### src/rtl/mcu_rst_seq.sv
// Reset and clock-enable sequencer: synchronised reset release, ordered per-domain
// release with programmable delays, dependency-ordered software reset, divided clock enable.
`timescale 1ns/1ps
module mcu_rst_seq #(
    parameter int NUM_DOM  = 4,
    parameter int DLY_W    = 8,
    parameter int SYNC_STG = 2,
    parameter int DIV_W    = 4
) (
    input  logic                     CLK,
    input  logic                     RST,
    input  logic [NUM_DOM-1:0]       SW_RST_REQ,
    input  logic [NUM_DOM*DLY_W-1:0] DLY_CFG,
    input  logic [DIV_W-1:0]         CLKDIV_CFG,
    output logic [NUM_DOM-1:0]       DOM_RSTN,
    output logic                     CLK_EN,
    output logic                     SEQ_DONE,
    output logic [1:0]               SEQ_STATE
);

    localparam int IDX_W = $clog2(NUM_DOM + 1);

    typedef enum logic [1:0] {
        ST_HOLD = 2'b00,
        ST_SYNC = 2'b01,
        ST_SEQ  = 2'b10,
        ST_DONE = 2'b11
    } state_t;

    state_t             state_r, state_s;
    logic [SYNC_STG-1:0] sync_r;
    logic [IDX_W-1:0]   idx_r, idx_s;
    logic [DLY_W-1:0]   cnt_r, cnt_s;
    logic [NUM_DOM-1:0] rstn_r, rstn_s;
    logic               done_r, done_s;
    logic [DIV_W-1:0]   div_r;
    logic               clk_en_r;
    logic [IDX_W-1:0]   req_k_s;
    logic               req_any_s;

    // Lowest set request index; NUM_DOM when no request is present.
    function automatic logic [IDX_W-1:0] low_idx(input logic [NUM_DOM-1:0] req);
        logic [IDX_W-1:0] k;
        k = IDX_W'(NUM_DOM);
        for (int i = NUM_DOM - 1; i >= 0; i--) begin
            if (req[i]) begin
                k = IDX_W'(i);
            end
        end
        return k;
    endfunction

    // Delay field of domain i; zero past the last domain.
    function automatic logic [DLY_W-1:0] dly_of(input logic [NUM_DOM*DLY_W-1:0] cfg,
                                                input logic [IDX_W-1:0] i);
        logic [DLY_W-1:0] d;
        d = {DLY_W{1'b0}};
        for (int n = 0; n < NUM_DOM; n++) begin
            if (i == IDX_W'(n)) begin
                d = cfg[n*DLY_W +: DLY_W];
            end
        end
        return d;
    endfunction

    // Mask keeping only domains below k released.
    function automatic logic [NUM_DOM-1:0] keep_below(input logic [IDX_W-1:0] k);
        logic [NUM_DOM-1:0] m;
        for (int n = 0; n < NUM_DOM; n++) begin
            m[n] = (IDX_W'(n) < k);
        end
        return m;
    endfunction

    assign req_k_s   = low_idx(SW_RST_REQ);
    assign req_any_s = |SW_RST_REQ;

    // Reset-release synchroniser chain.
    always_ff @(posedge CLK or posedge RST) begin
        if (RST) begin
            sync_r <= {SYNC_STG{1'b0}};
        end else begin
            sync_r <= {sync_r[SYNC_STG-2:0], 1'b1};
        end
    end

    // Sequencer next-state, counter, index and domain reset logic.
    always_comb begin
        state_s = state_r;
        idx_s   = idx_r;
        cnt_s   = cnt_r;
        rstn_s  = rstn_r;
        done_s  = done_r;
        case (state_r)
            ST_HOLD: begin
                state_s = ST_SYNC;
            end
            ST_SYNC: begin
                if (sync_r[SYNC_STG-2]) begin
                    state_s = ST_SEQ;
                    idx_s   = {IDX_W{1'b0}};
                    cnt_s   = dly_of(DLY_CFG, {IDX_W{1'b0}});
                end else begin
                    state_s = ST_SYNC;
                end
            end
            ST_SEQ: begin
                // A request at the current index also restarts, so a held request keeps it in reset.
                if (req_any_s && (req_k_s <= idx_r)) begin
                    idx_s  = req_k_s;
                    cnt_s  = dly_of(DLY_CFG, req_k_s);
                    rstn_s = rstn_r & keep_below(req_k_s);
                end else if (idx_r == IDX_W'(NUM_DOM)) begin
                    state_s = ST_DONE;
                    done_s  = 1'b1;
                end else if (cnt_r == {DLY_W{1'b0}}) begin
                    for (int n = 0; n < NUM_DOM; n++) begin
                        if (idx_r == IDX_W'(n)) begin
                            rstn_s[n] = 1'b1;
                        end else begin
                            rstn_s[n] = rstn_r[n];
                        end
                    end
                    idx_s = idx_r + IDX_W'(1);
                    cnt_s = dly_of(DLY_CFG, idx_r + IDX_W'(1));
                end else begin
                    cnt_s = cnt_r - DLY_W'(1);
                end
            end
            ST_DONE: begin
                if (req_any_s) begin
                    state_s = ST_SEQ;
                    done_s  = 1'b0;
                    idx_s   = req_k_s;
                    cnt_s   = dly_of(DLY_CFG, req_k_s);
                    rstn_s  = rstn_r & keep_below(req_k_s);
                end else begin
                    state_s = ST_DONE;
                end
            end
            default: begin
                state_s = ST_HOLD;
                rstn_s  = {NUM_DOM{1'b0}};
                done_s  = 1'b0;
            end
        endcase
    end

    // Sequencer state registers.
    always_ff @(posedge CLK or posedge RST) begin
        if (RST) begin
            state_r <= ST_HOLD;
            idx_r   <= {IDX_W{1'b0}};
            cnt_r   <= {DLY_W{1'b0}};
            rstn_r  <= {NUM_DOM{1'b0}};
            done_r  <= 1'b0;
        end else begin
            state_r <= state_s;
            idx_r   <= idx_s;
            cnt_r   <= cnt_s;
            rstn_r  <= rstn_s;
            done_r  <= done_s;
        end
    end

    // Clock-enable divider; ">=" makes a lowered period wrap on the next edge.
    always_ff @(posedge CLK or posedge RST) begin
        if (RST) begin
            div_r    <= {DIV_W{1'b0}};
            clk_en_r <= 1'b0;
        end else if (state_r == ST_HOLD) begin
            div_r    <= {DIV_W{1'b0}};
            clk_en_r <= 1'b0;
        end else if (div_r >= CLKDIV_CFG) begin
            div_r    <= {DIV_W{1'b0}};
            clk_en_r <= 1'b1;
        end else begin
            div_r    <= div_r + DIV_W'(1);
            clk_en_r <= 1'b0;
        end
    end

    assign DOM_RSTN  = rstn_r;
    assign CLK_EN    = clk_en_r;
    assign SEQ_DONE  = done_r;
    assign SEQ_STATE = state_r;

endmodule

### config.mk
export PLATFORM = sky130hd
export DESIGN_NAME = mcu_rst_seq
export DESIGN_NICKNAME = d
export VERILOG_FILES = /design/src/rtl/mcu_rst_seq.sv
export SDC_FILE = /design/constraint.sdc
export NUM_CORES = 1
export LEC_CHECK = 0
export BUFFER_PORTS_ARGS = -buffer_cell sky130_fd_sc_hd__buf_2
export CAP_MARGIN = 20
export CORE_MARGIN = 2
export CORE_UTILIZATION = 55
export DETAILED_ROUTE_END_ITERATION = 8
export PLACE_DENSITY = 0.81
export REMOVE_ABC_BUFFERS = 1
export SKIP_LAST_GASP = 1
export SLEW_MARGIN = 40
export SYNTH_ARGS = -nofsm -noshare
export SYNTH_HDL_FRONTEND = slang
export SYNTH_SLANG_ARGS = --single-unit
### constraint.sdc
create_clock -name CLK -period 2.8 [get_ports CLK]
set_clock_uncertainty 0.1 [all_clocks]
set_input_delay 0.56 -clock CLK [delete_from_list [all_inputs] [get_ports CLK]]
set_output_delay 0.56 -clock CLK [all_outputs]
set_load 0.05 [all_outputs]
* Word level (Yosys, flattened, before mapping)
Index checks and enable logic that the tools add are counted.
** Word-level totals
- Bits in latches :: 0
- Input bits :: 42
- Memories :: 0
- Register bits :: 24
- Bits in read-only memories :: 0
- Logic and storage cells :: 107
- RAM bits :: 0
- Output and inout port bits :: 8
** Operators by class
- $add $sub $neg :: 3
- Order comparisons :: 6
- Reductions and logical operators :: 17
- Multiply operators :: 0
- Div/mod/pow operators :: 0
- Bitwise logic cells :: 1
- Equality and inequality tests :: 23
- Shifts and indexed selects :: 0
- Multiplexer cells :: 46
** Operator list (number)
- 2-to-1 mux 8 bit :: 13
- 2-to-1 mux 3 bit :: 9
- AND reduction 5 bit :: 5
- 2-to-1 mux 4 bit :: 6
- case mux 8 bit (3 select lines) :: 1
- equality test 3 x 2 -> 1 bit (second input constant) :: 6
- inequality test 3 bit (second input constant) :: 6
- 2-to-1 mux 1 bit :: 10
- equality test 3 x 1 -> 1 bit (second input constant) :: 3
- zero test 3 bit :: 3
- case mux 3 bit (3 select lines) :: 1
- zero test 8 bit :: 1
- inequality test 2 bit (second input constant) :: 4
- case mux 2 bit (4 select lines) :: 1
- case mux 4 bit (2 select lines) :: 1
- AND reduction 4 bit :: 2
- subtractor 8 x 1 -> 8 bit (second input constant) :: 1
- less-than comparator 1 x 3 -> 1 bit (first input constant) :: 2
- less-than comparator 2 x 3 -> 1 bit (first input constant) :: 2
- 2-to-1 mux 2 bit :: 3
- adder 4 x 1 -> 4 bit (second input constant) :: 1
- AND 4 bit :: 1
- equality test 2 bit (second input constant) :: 2
- greater-or-equal comparator 4 bit :: 1
- 11 further kinds :: 11

* Depth between registers and ports, before layout
Gate-level depths: netlist (run 1).
- Word-level depth :: 11
- Depth in mapped cells :: 13
- Gate-level depth less buffers :: 11

* Least setup slack after synthesis (run 1)
Ideal clock, no wire load.
- Path type :: input to register
- Start point :: input SW_RST_REQ[1]
- End point :: register cnt_r[0]
- Path slack :: -0.026 ns
- Stages on the path :: 12
- Data required time :: 2.579 ns
- Arrival time :: 2.604 ns
- Setup time :: 0.121 ns
- Buffers on the path :: 3
- Cells stage by stage :: buf_2 clkbuf_1 nor3_1 ha_1 and2_1 o311ai_4 a21oi_4 a211oi_4 o21ai_4 inv_4 buf_12 a22o_2
** Between the ends
- Longest elaborated chain between the ends :: 9
- Elaborated cells between the ends (all ways) :: 19
- Those cells by class :: order compare: 1; eq/ne: 5; mux: 9; reduce/logical: 4
** Ends and longest elaborated chain
- start, declared :: RTL line 12 : input logic [NUM_DOM-1:0] SW_RST_REQ,
- 2-to-1 mux 3 bit (2 in a row) :: RTL line 46 : if (req[i]) begin
- zero test 3 bit :: RTL line 59 : if (i == IDX_W'(n)) begin
- 2-to-1 mux 8 bit (4 in a row) :: RTL line 59
- 2-to-1 mux 8 bit (on tied branches) :: RTL line 131, 109
- case mux 8 bit (3 select lines) :: RTL line 94 : case (state_r)
- end signal, assigned :: RTL line 154 : cnt_r <= {DLY_W{1'b0}};
- end signal, assigned :: RTL line 160 : cnt_r <= cnt_s;
- end, declared :: RTL line 33 : logic [DLY_W-1:0] cnt_r, cnt_s;
Several ways; a longest one is shown, not always the timed one. The select of a mux whose other input is x is not followed.
A chain may end at the register's enable or synchronous reset.

* Worst setup path in the final report (run 1)
- Start point :: input SW_RST_REQ[0]
- End point :: register cnt_r[2]
** Between the ends
- Longest elaborated chain between the ends :: 8
- Elaborated cells between the ends (all ways) :: 18
- Those cells by class :: order compare: 1; eq/ne: 5; mux: 8; reduce/logical: 4
** Ends and longest elaborated chain (RTL line)
- 2-to-1 mux 3 bit :: 46
- zero test 3 bit :: 59
- 2-to-1 mux 8 bit (4 in a row) :: 59
- 2-to-1 mux 8 bit (on tied branches) :: 131, 109
- case mux 8 bit (3 select lines) :: 94
Several ways; a longest one is shown, not always the timed one. The select of a mux whose other input is x is not followed.

==> out/qor.yml, run 1 <==
crit_buf_inv: 2
overflow: 0
gp_congestion: 0.958
htreeDepth: 1
max_cap_viol_count: 0
antenna_found_initial: 0
fmax_mhz: 391
setup_violations: 0
synth.most_common_cell: "nand2_1"
totalWireLength_um: 5880
grt_pass1_wl_um: 9400
initial_core_util_pct: 56.3
hpwlAfterDp_um: 4640
dr.pass1.iters: 5
fin_util_pct: 65.9
period_share_pct: 91.3
clock_path_buffers: 2
grt_start_max_net_pins: 25
drive_gt1_share_pct: 24.2
cp-end-kind: "register"
critical_path_required_ns: 2.85
fill_cells: 354
p_switching_uw: 1050
drcViolationCount: 0
ys_seq_area_share_pct: 27.1
synth_cells: 282
ys_seq_elements: 24
die_w_um: 67.5
gr-usage-met1_pct: 40.6
core_um2: 3940
yosys_warnings: 0
wl_per_cell_um: 15.5
vdd_ir_drop_max_mv: 0.412
seqPwrFrac_pct: 26.7
p_leak_uw: 0.00121
crit_family: "compound AO/OA/AOI/OAI gates"
drtIter0Drc: 199
diodes: 0
path_clk_slew_ns: 0.09
start_kind: "input port"
num_vias: 2284
cts.sinks: 24
cts_tree: "done"
ys.flop_type: "dfrtp_1"
ant_nets: 0
die-area_um2: 4560
cts_resized: 0
combPwrFrac_pct: 59.4
cts_hold_buf: 0
grt_setup_unrepaired: "false"
drv_slew: 0
critPathSlowestCell: "nor4_4"
worstPathArrival_ns: 2.61
io_pins: 50
use_met2_pct: 42.9
synth_top_area_share_pct: 27.1
crit_type: "in2reg"
path_max_fanout: 17
switching_share_pct: 46.8
viasPerCell: 6.01
synth_edf_count: 0
track_usage_pct: 27.3
path_cells: "buf_2 > nor4_4 > ha_1 > and2_1 > o311ai_4 > a21oi_4 > a21oi_1 > buf_4 > nor2_1 > a22oi_1 > a31oi_1"
outcome: "completed"
use_met3_pct: 2.00
fin_nets: 387
clkPwrFrac_pct: 13.9
synth_cell_types: 54
p_int_uw: 1190
hold_path_class: "in2async"
synth_largest_area_cell: "dfrtp_1"
clkLatencyLatePin_ns: 0.27
fin_crit_ns: 2.56
clock-root-buffer: "clkbuf_8"
worst_pin_slew_ns: 0.498
io_buffers: 49
die_h_um: 67.5
syn2layout_area_growth_pct: 17.0
synth_common_cells: "nand2_1, nor2_1, o21ai_0, dfrtp_1, inv_1"
postCtsSetupBuffers: 0
final_hold_viol_count: 0
netlist_top_cells_area: "dfrtp_1, ha_1, o21ai_0"
p_per_area_nw_per_um2: 863
fp-row-count: 23
syn_area_um2: 2220
slew_headroom_pct: 66.7
numCtsBuffers: 3
grt_pass1_vias: 2000
slowest_delay_ns: 0.29
setup_tns_ns: 0
syn_avg_cell_area_um2: 7.87
grt-busiest-layer: "met2"
synthArstFlopShare_pct: 100
-- area by class of cell --
class,count,area [um^2],share of cell area (%)
Sequential cell,24,601,23.1
Timing Repair Buffer,60,328,12.6
Clock buffer,3,41.3,1.59
Clock inverter,1,30.0,1.16
Tap cell,50,62.6,2.41
Inverter,20,77.6,2.99
Multi-Input combinational cell,222,1460,56.1
-- metrics by stage --
stage / power, uW / hold slack, ns / instance area, um^2 / worst slack, ns / instances
detailed placement: 1920 / 0.383 / 2520 / -0.000460 / 376
CTS: 2230 / 0.225 / 2600 / 0.291 / 380
floorplan: 1550 / 0.350 / 2130 / -0.354 / 266
global route: 2430 / 0.247 / 2600 / 0.0795 / 380
finish: 2240 / 0.204 / 2600 / 0.244 / 380
global placement: 1880 / 0.366 / 2520 / 0.0671 / 376
-- kinds of logic (layout without fill, tap and decap cells) --
kind of cell             count (synthesis)  count (layout)  synth area share [%]
buffers and inverters                   36              84                  7.33
flip-flops                              24              24                  27.1
other                                    1               1                 0.169
AO/OA/AOI/OAI                          111             111                  35.9
adder cells (fa/ha/maj)                 14              14                  7.89
XOR/XNOR                                 6               6                  2.37
multiplexers                             1               1                 0.507
AND/OR/NAND/NOR                         89              89                  18.8
-- power by group through the flow --
| stage | sequential, uW | clock [uW] | combinational (uW) |
|---|---|---|---|
| 3_3_place_gp | 599 | 0 | 1280 |
| 6_report | 598 | 312 | 1330 |
| 3_5_place_dp | 606 | 0 | 1310 |
| 4_1_cts | 599 | 312 | 1320 |
| 2_1_floorplan | 630 | 0 | 921 |
| 5_1_grt | 617 | 325 | 1490 |
-- worst register-to-register path, delay by kind of cell (launching register included) --
family | cells | cell delay (ns)
AO/OA/AOI/OAI | 5 | 1.02
adder cells (fa/ha/maj) | 2 | 0.69
flip-flops | 1 | 0.46
AND/OR/NAND/NOR | 1 | 0.14
-- state kept, by name, summed over array words and instances, names as in the netlist --
register,count
sync_r,1
SEQ_DONE,1
CLK_EN,1
DOM_RSTN,4
idx_r,3
cnt_r,8
SEQ_STATE,2
div_r,4
-- worst paths after layout --
path | start | endpoint | slack, ns | cells past startpoint
worst max-delay path | SW_RST_REQ[0] | cnt_r[2]$_DFFE_PP0P_ | 0.24 | 11
worst min-delay path | RST | cnt_r[3]$_DFFE_PP0P_ | 0.20 | 2
worst max register to register | idx_r[0]$_DFFE_PP0P_ | cnt_r[1]$_DFFE_PP0P_ | 0.30 | 8
worst min register to register | div_r[0]$_DFF_PP0_ | div_r[0]$_DFF_PP0_ | 0.39 | 1
max in group asynchronous | RST | DOM_RSTN[2]$_DFFE_PP0P_ | 2.06 | 2
min in group CLK | div_r[0]$_DFF_PP0_ | div_r[0]$_DFF_PP0_ | 0.39 | 1
-- layout by cell type, fill, tap and decap left out, types with 2 or more instances in the layout --
cell type / n
buf_2: 49
nand2_1: 34
nor2_1: 30
o21ai_0: 29
dfrtp_1: 24
inv_1: 18
a21oi_1: 15
ha_1: 14
a22oi_1: 12
buf_4: 11
a221oi_1: 6
nand3_1: 5
o211ai_1: 5
a31oi_1: 5
a211oi_1: 5
nand3b_1: 4
o221ai_1: 4
o22ai_1: 4
and2_1: 3
a21o_1: 3
xnor2_1: 3
xor2_1: 3
nand4_1: 3
clkbuf_8: 3
nand2b_1: 2
a221o_1: 2
nor3_1: 2
a22o_2: 2
a21boi_0: 2
o31ai_1: 2
o21a_1: 2
-- routing by layer --
layer  share of wire (%)  up-vias
li1                    -     1125
met1                  45     1039
met2                  46      109
met3                 7.3       11
met4                 1.3        0
met5                   0        -
Note: power is estimated with default switching activity, not from simulation.
==> inputs of run 2 (changes only) <==
==> constraint.sdc (replaced) <==
create_clock -name CLK -period 2.8 [get_ports CLK]
set_clock_uncertainty 0.1 [all_clocks]
set_input_delay 0.14 -clock CLK [delete_from_list [all_inputs] [get_ports CLK]]
set_output_delay 0.14 -clock CLK [all_outputs]
set_load 0.05 [all_outputs]
==> out/qor.yml, run 2 (same netlist as run 1, synthesis figures left out) <==
worst_pin_slew_ns: 0.517
drcViolationCount: 0
slowest_delay_ns: 0.43
largest_reg_flops: 8
max_cap_viol_count: 0
hold_path_end: "cnt_r[7]$_DFFE_PP0P_"
final_hold_viol_count: 0
worstPathArrival_ns: 2.70
hold_path_class: "in2reg"
cts_tree: "done"
gp_congestion: 0.952
grt_pass1_vias: 2073
clock_path_buffers: 2
cts_resized: 0
regToRegStartpoint: "idx_r[2]$_DFFE_PP0P_"
numCtsBuffers: 3
fin_crit_ns: 2.61
io_pins: 50
antenna_found_initial: 0
totalWireLength_um: 6150
overflow: 0
slew_headroom_pct: 65.5
fp-row-count: 23
cp-end-kind: "register"
p_per_area_nw_per_um2: 871
cts.sinks: 24
p_leak_uw: 0.00119
hpwlAfterDp_um: 4690
postCtsSetupBuffers: 0
clkLatencyLatePin_ns: 0.27
crit_type: "reg2reg"
diodes: 0
viasPerCell: 6.12
path_cells: "inv_1 > ha_1 > and2_1 > o311ai_4 > a21oi_4 > a21oi_1 > buf_4 > a21boi_0 > o21ai_0 > o21ai_0"
ant_nets: 0
hp-start: "DLY_CFG[7]"
finalNonFillerCells: 376
grt_start_max_net_pins: 25
critPathSlowestCell: "dfrtp_1"
htreeDepth: 1
path_clk_slew_ns: 0.09
setup_tns_ns: 0
outcome: "completed"
dp_cells: 371
vdd_ir_drop_max_mv: 0.403
clock-root-buffer: "clkbuf_8"
num_vias: 2302
io_buffers: 49
core_um2: 3940
die_h_um: 67.5
regArea_um2: 601
largest_register: "cnt_r"
initial_core_util_pct: 56.3
r2r_slack_ns: 0.19
worst_r2r_endpoint: "DOM_RSTN[0]$_DFFE_PP0P_"
reg2regPathDepth: 10
drv_slew: 0
drtIter0Drc: 229
grt_setup_unrepaired: "false"
path_max_fanout: 17
syn2layout_area_growth_pct: 15.7
wl_per_cell_um: 16.4
fmax_mhz: 384
mostFrequentLayoutCells: "buf_2, nand2_1, nor2_1"
cpMostUsedCell: "o21ai_0"
track_usage_pct: 28.8
die_w_um: 67.5
critical_path_required_ns: 2.89
multi_input_area_um2: 1460
fill_cells: 349
start_kind: "register"
period_share_pct: 93.1
layout_commonest_cell: "buf_2"
drive_gt1_share_pct: 23.0
die-area_um2: 4560
dr.pass1.iters: 5
setup_violations: 0
hold_depth: 3
fin_nets: 383
cts_hold_buf: 1
grt_pass1_wl_um: 10000
==> run 2: cell count changes in the layout (fill, tap and decap cells not counted) <==
| cell | change |
|---|---|
| buf_4 | -5 |
| dlygate4sd3_1 | +1 |
==> run 2: worst max-delay path: cells and delay by family (launching register included) <==
kind / cells / cell delay, ns
fa+ha+maj: 1 / 0.27
compound gates: 6 / 1.07
buf+inv: 2 / 0.46
simple gates: 1 / 0.20
flops: 1 / 0.43
==> run 2: how the worst max path moves through the flow <==
stage                               from                      end  slack (ns)  depth (start not counted)
finish              idx_r[2]$_DFFE_PP0P_  DOM_RSTN[0]$_DFFE_PP0P_        0.19                         10
global route        idx_r[2]$_DFFE_PP0P_  DOM_RSTN[0]$_DFFE_PP0P_       0.008                          9
CTS                 idx_r[2]$_DFFE_PP0P_  DOM_RSTN[0]$_DFFE_PP0P_        0.30                         10
detailed placement         SW_RST_REQ[1]  DOM_RSTN[0]$_DFFE_PP0P_        0.27                         11
global placement           SW_RST_REQ[0]  DOM_RSTN[0]$_DFFE_PP0P_        0.37                         11
floorplan                  SW_RST_REQ[0]     idx_r[1]$_DFFE_PP0P_        0.07                          9
==> run 2: through the flow <==
| step | instance area, um^2 | power, uW | utilization, % | hold WS, ns | worst slack [ns] |
|---|---|---|---|---|---|
| final | 2570 | 2240 | 65.2 | 0.0519 | 0.194 |
| after detailed placement | 2490 | 1890 | 63.1 | 0.107 | 0.273 |
| after floorplan | 2130 | 1550 | - | 0.0546 | 0.0663 |
| after global routing | 2570 | 2420 | 65.2 | 0.0736 | 0.00844 |
| after CTS | 2570 | 2210 | 65.2 | 0.0536 | 0.302 |
| after global placement | 2490 | 1850 | 63.1 | 0.290 | 0.373 |
==> run 2: final cells by class <==
type	count	share of cell area, %
Multi-Input combinational cell	222	56.7
Sequential cell	24	23.4
Timing Repair Buffer	56	11.7
Inverter	20	3.02
Tap cell	50	2.44
Clock buffer	3	1.61
Clock inverter	1	1.17
==> run 2: report_power, final <==
| group | internal [uW] | switching [uW] |
|---|---|---|
| logic | 509 | 810 |
| registers | 466 | 138 |
| clock network | 191 | 121 |
==> run 2: layer usage <==
layer  GRT usage (%)  part of all wire [%]
met5               0                     0
met2            44.0                    47
met4            6.89                  0.67
met1            43.7                    45
met3            2.83                   7.4
==> inputs of run 3 (changes only) <==
- clock period: 2.8 -> 2.65 ns (I/O delays scaled with it)
==> out/qor.yml, run 3 (same netlist as run 1, synthesis figures left out) <==
outcome: "completed"
diodes: 0
slowest_delay_ns: 0.46
grt_setup_unrepaired: "false"
ant_nets: 0
crit_family: "compound AO/OA/AOI/OAI gates"
viasPerCell: 5.97
setup_ws_ns: 0.245
path_clk_slew_ns: 0.09
clock_path_buffers: 2
die_h_um: 67.5
final_hold_viol_count: 0
start_kind: "register"
core_um2: 3940
critPathSlowestCell: "dfrtp_1"
worst_pin_slew_ns: 0.544
totalWireLength_um: 6190
p_leak_uw: 0.00121
grt_start_max_net_pins: 25
finalNonFillerCells: 380
setup_violations: 0
die-area_um2: 4560
cp-end-kind: "register"
place_area_um2: 2520
mostFrequentLayoutCells: "buf_2, nand2_1, nor2_1"
grt_pass1_vias: 2150
max_cap_viol_count: 0
worst-path-stages: 7
htreeDepth: 1
syn2layout_area_growth_pct: 17.2
cts.sinks: 24
die_w_um: 67.5
p_per_area_nw_per_um2: 916
fin_nets: 387
cts_tree: "done"
crit_end: "cnt_r[5]$_DFFE_PP0P_"
path_max_fanout: 9
largest_reg_flops: 8
worst_r2r_endpoint: "cnt_r[5]$_DFFE_PP0P_"
r2r_slack_ns: 0.24
io_pins: 50
worstPathArrival_ns: 2.46
path_cells: "ha_1 > ha_1 > and2_1 > a221oi_1 > a21oi_1 > a21oi_1 > o21ai_0"
dp_cells: 375
layout_commonest_cell: "buf_2"
regToRegStartpoint: "idx_r[0]$_DFFE_PP0P_"
crit_buf_inv: 0
hpwlAfterDp_um: 4780
num_vias: 2269
track_usage_pct: 29.0
hold_path_class: "in2reg"
fin_crit_ns: 2.41
clkLatencyLatePin_ns: 0.27
fill_cells: 344
initial_core_util_pct: 56.3
drv_slew: 0
final_cell_area_um2: 2600
drive_gt1_share_pct: 24.2
gp_congestion: 0.942
wl_per_cell_um: 16.3
crit_type: "reg2reg"
largest_register: "cnt_r"
reg2regPathDepth: 7
slew_headroom_pct: 63.7
period_share_pct: 90.8
dp_slack_ns: 0.199
fin_util_pct: 66.0
critical_path_required_ns: 2.70
drcViolationCount: 0
overflow: 0
fp-row-count: 23
setup_tns_ns: 0
grt_pass1_wl_um: 10100
postCtsSetupBuffers: 0
clock-root-buffer: "clkbuf_8"
vdd_ir_drop_max_mv: 0.475
io_buffers: 49
dr.pass1.iters: 5
startpoint: "idx_r[0]$_DFFE_PP0P_"
antenna_found_initial: 0
fmax_mhz: 416
numCtsBuffers: 3
drtIter0Drc: 248
[run 3: changes by cell type in the layout (fill, tap and decap cells not counted), sizes merged]
cell and change:
buf +4
[run 3: layer usage]
| layer | routed length (um) | track usage (%) |
|---|---|---|
| met1 | 2770 | 39.4 |
| met2 | 2920 | 47.2 |
| met4 | 100 | 8.16 |
| met3 | 393 | 5.33 |
| met5 | 0 | 0 |
[run 3: stage by stage]
stage / power, uW / hold WS (ns)
2_1_floorplan: 1640 / 0.0471
3_3_place_gp: 1980 / 0.286
3_5_place_dp: 2020 / 0.103
4_1_cts: 2360 / 0.0762
5_1_grt: 2580 / 0.0977
6_report: 2390 / 0.0809
[run 3: layout make-up]
cell class	count	area, um^2	share of cell area (%)
clock buffer	3	41.3	1.59
clock inverter	1	30.0	1.15
inverter	20	77.6	2.98
multi-input combinational	222	1460	56.1
sequential	24	601	23.1
tap	50	62.6	2.40
timing repair buffer	60	330	12.7
[run 3: report_power, final]
part / total, uW / switching (uW) / internal (uW)
Combinational: 1420 / 854 / 569
Clock: 328 / 126 / 202
Sequential: 634 / 141 / 493
Total: 2390 / 1120 / 1260
[run 3: tightest hold or removal path, cell delays in order]
cell	delay (ns)
buf_2	0.12
nand2_1	0.08
a31oi_1	0.08
[run 3: worst min path at each step]
| stage | to | slack (ns) | startpoint | cells past startpoint |
|---|---|---|---|---|
| global route | cnt_r[7]$_DFFE_PP0P_ | 0.1 | DLY_CFG[7] | 3 |
| CTS | cnt_r[7]$_DFFE_PP0P_ | 0.08 | DLY_CFG[7] | 3 |
| floorplan | CLK_EN$_DFF_PP0_ | 0.05 | RST | 1 |
| detailed placement | div_r[0]$_DFF_PP0_ | 0.10 | RST | 2 |
| finish | cnt_r[7]$_DFFE_PP0P_ | 0.08 | DLY_CFG[7] | 3 |
| global placement | div_r[0]$_DFF_PP0_ | 0.29 | RST | 2 |
[run 3: repair_timing]
item	CTS	global route
endpoints found under the setup margin	0	1
resized for setup	0	1
endpoints found under the hold margin	24	0
hold buffers	1	0
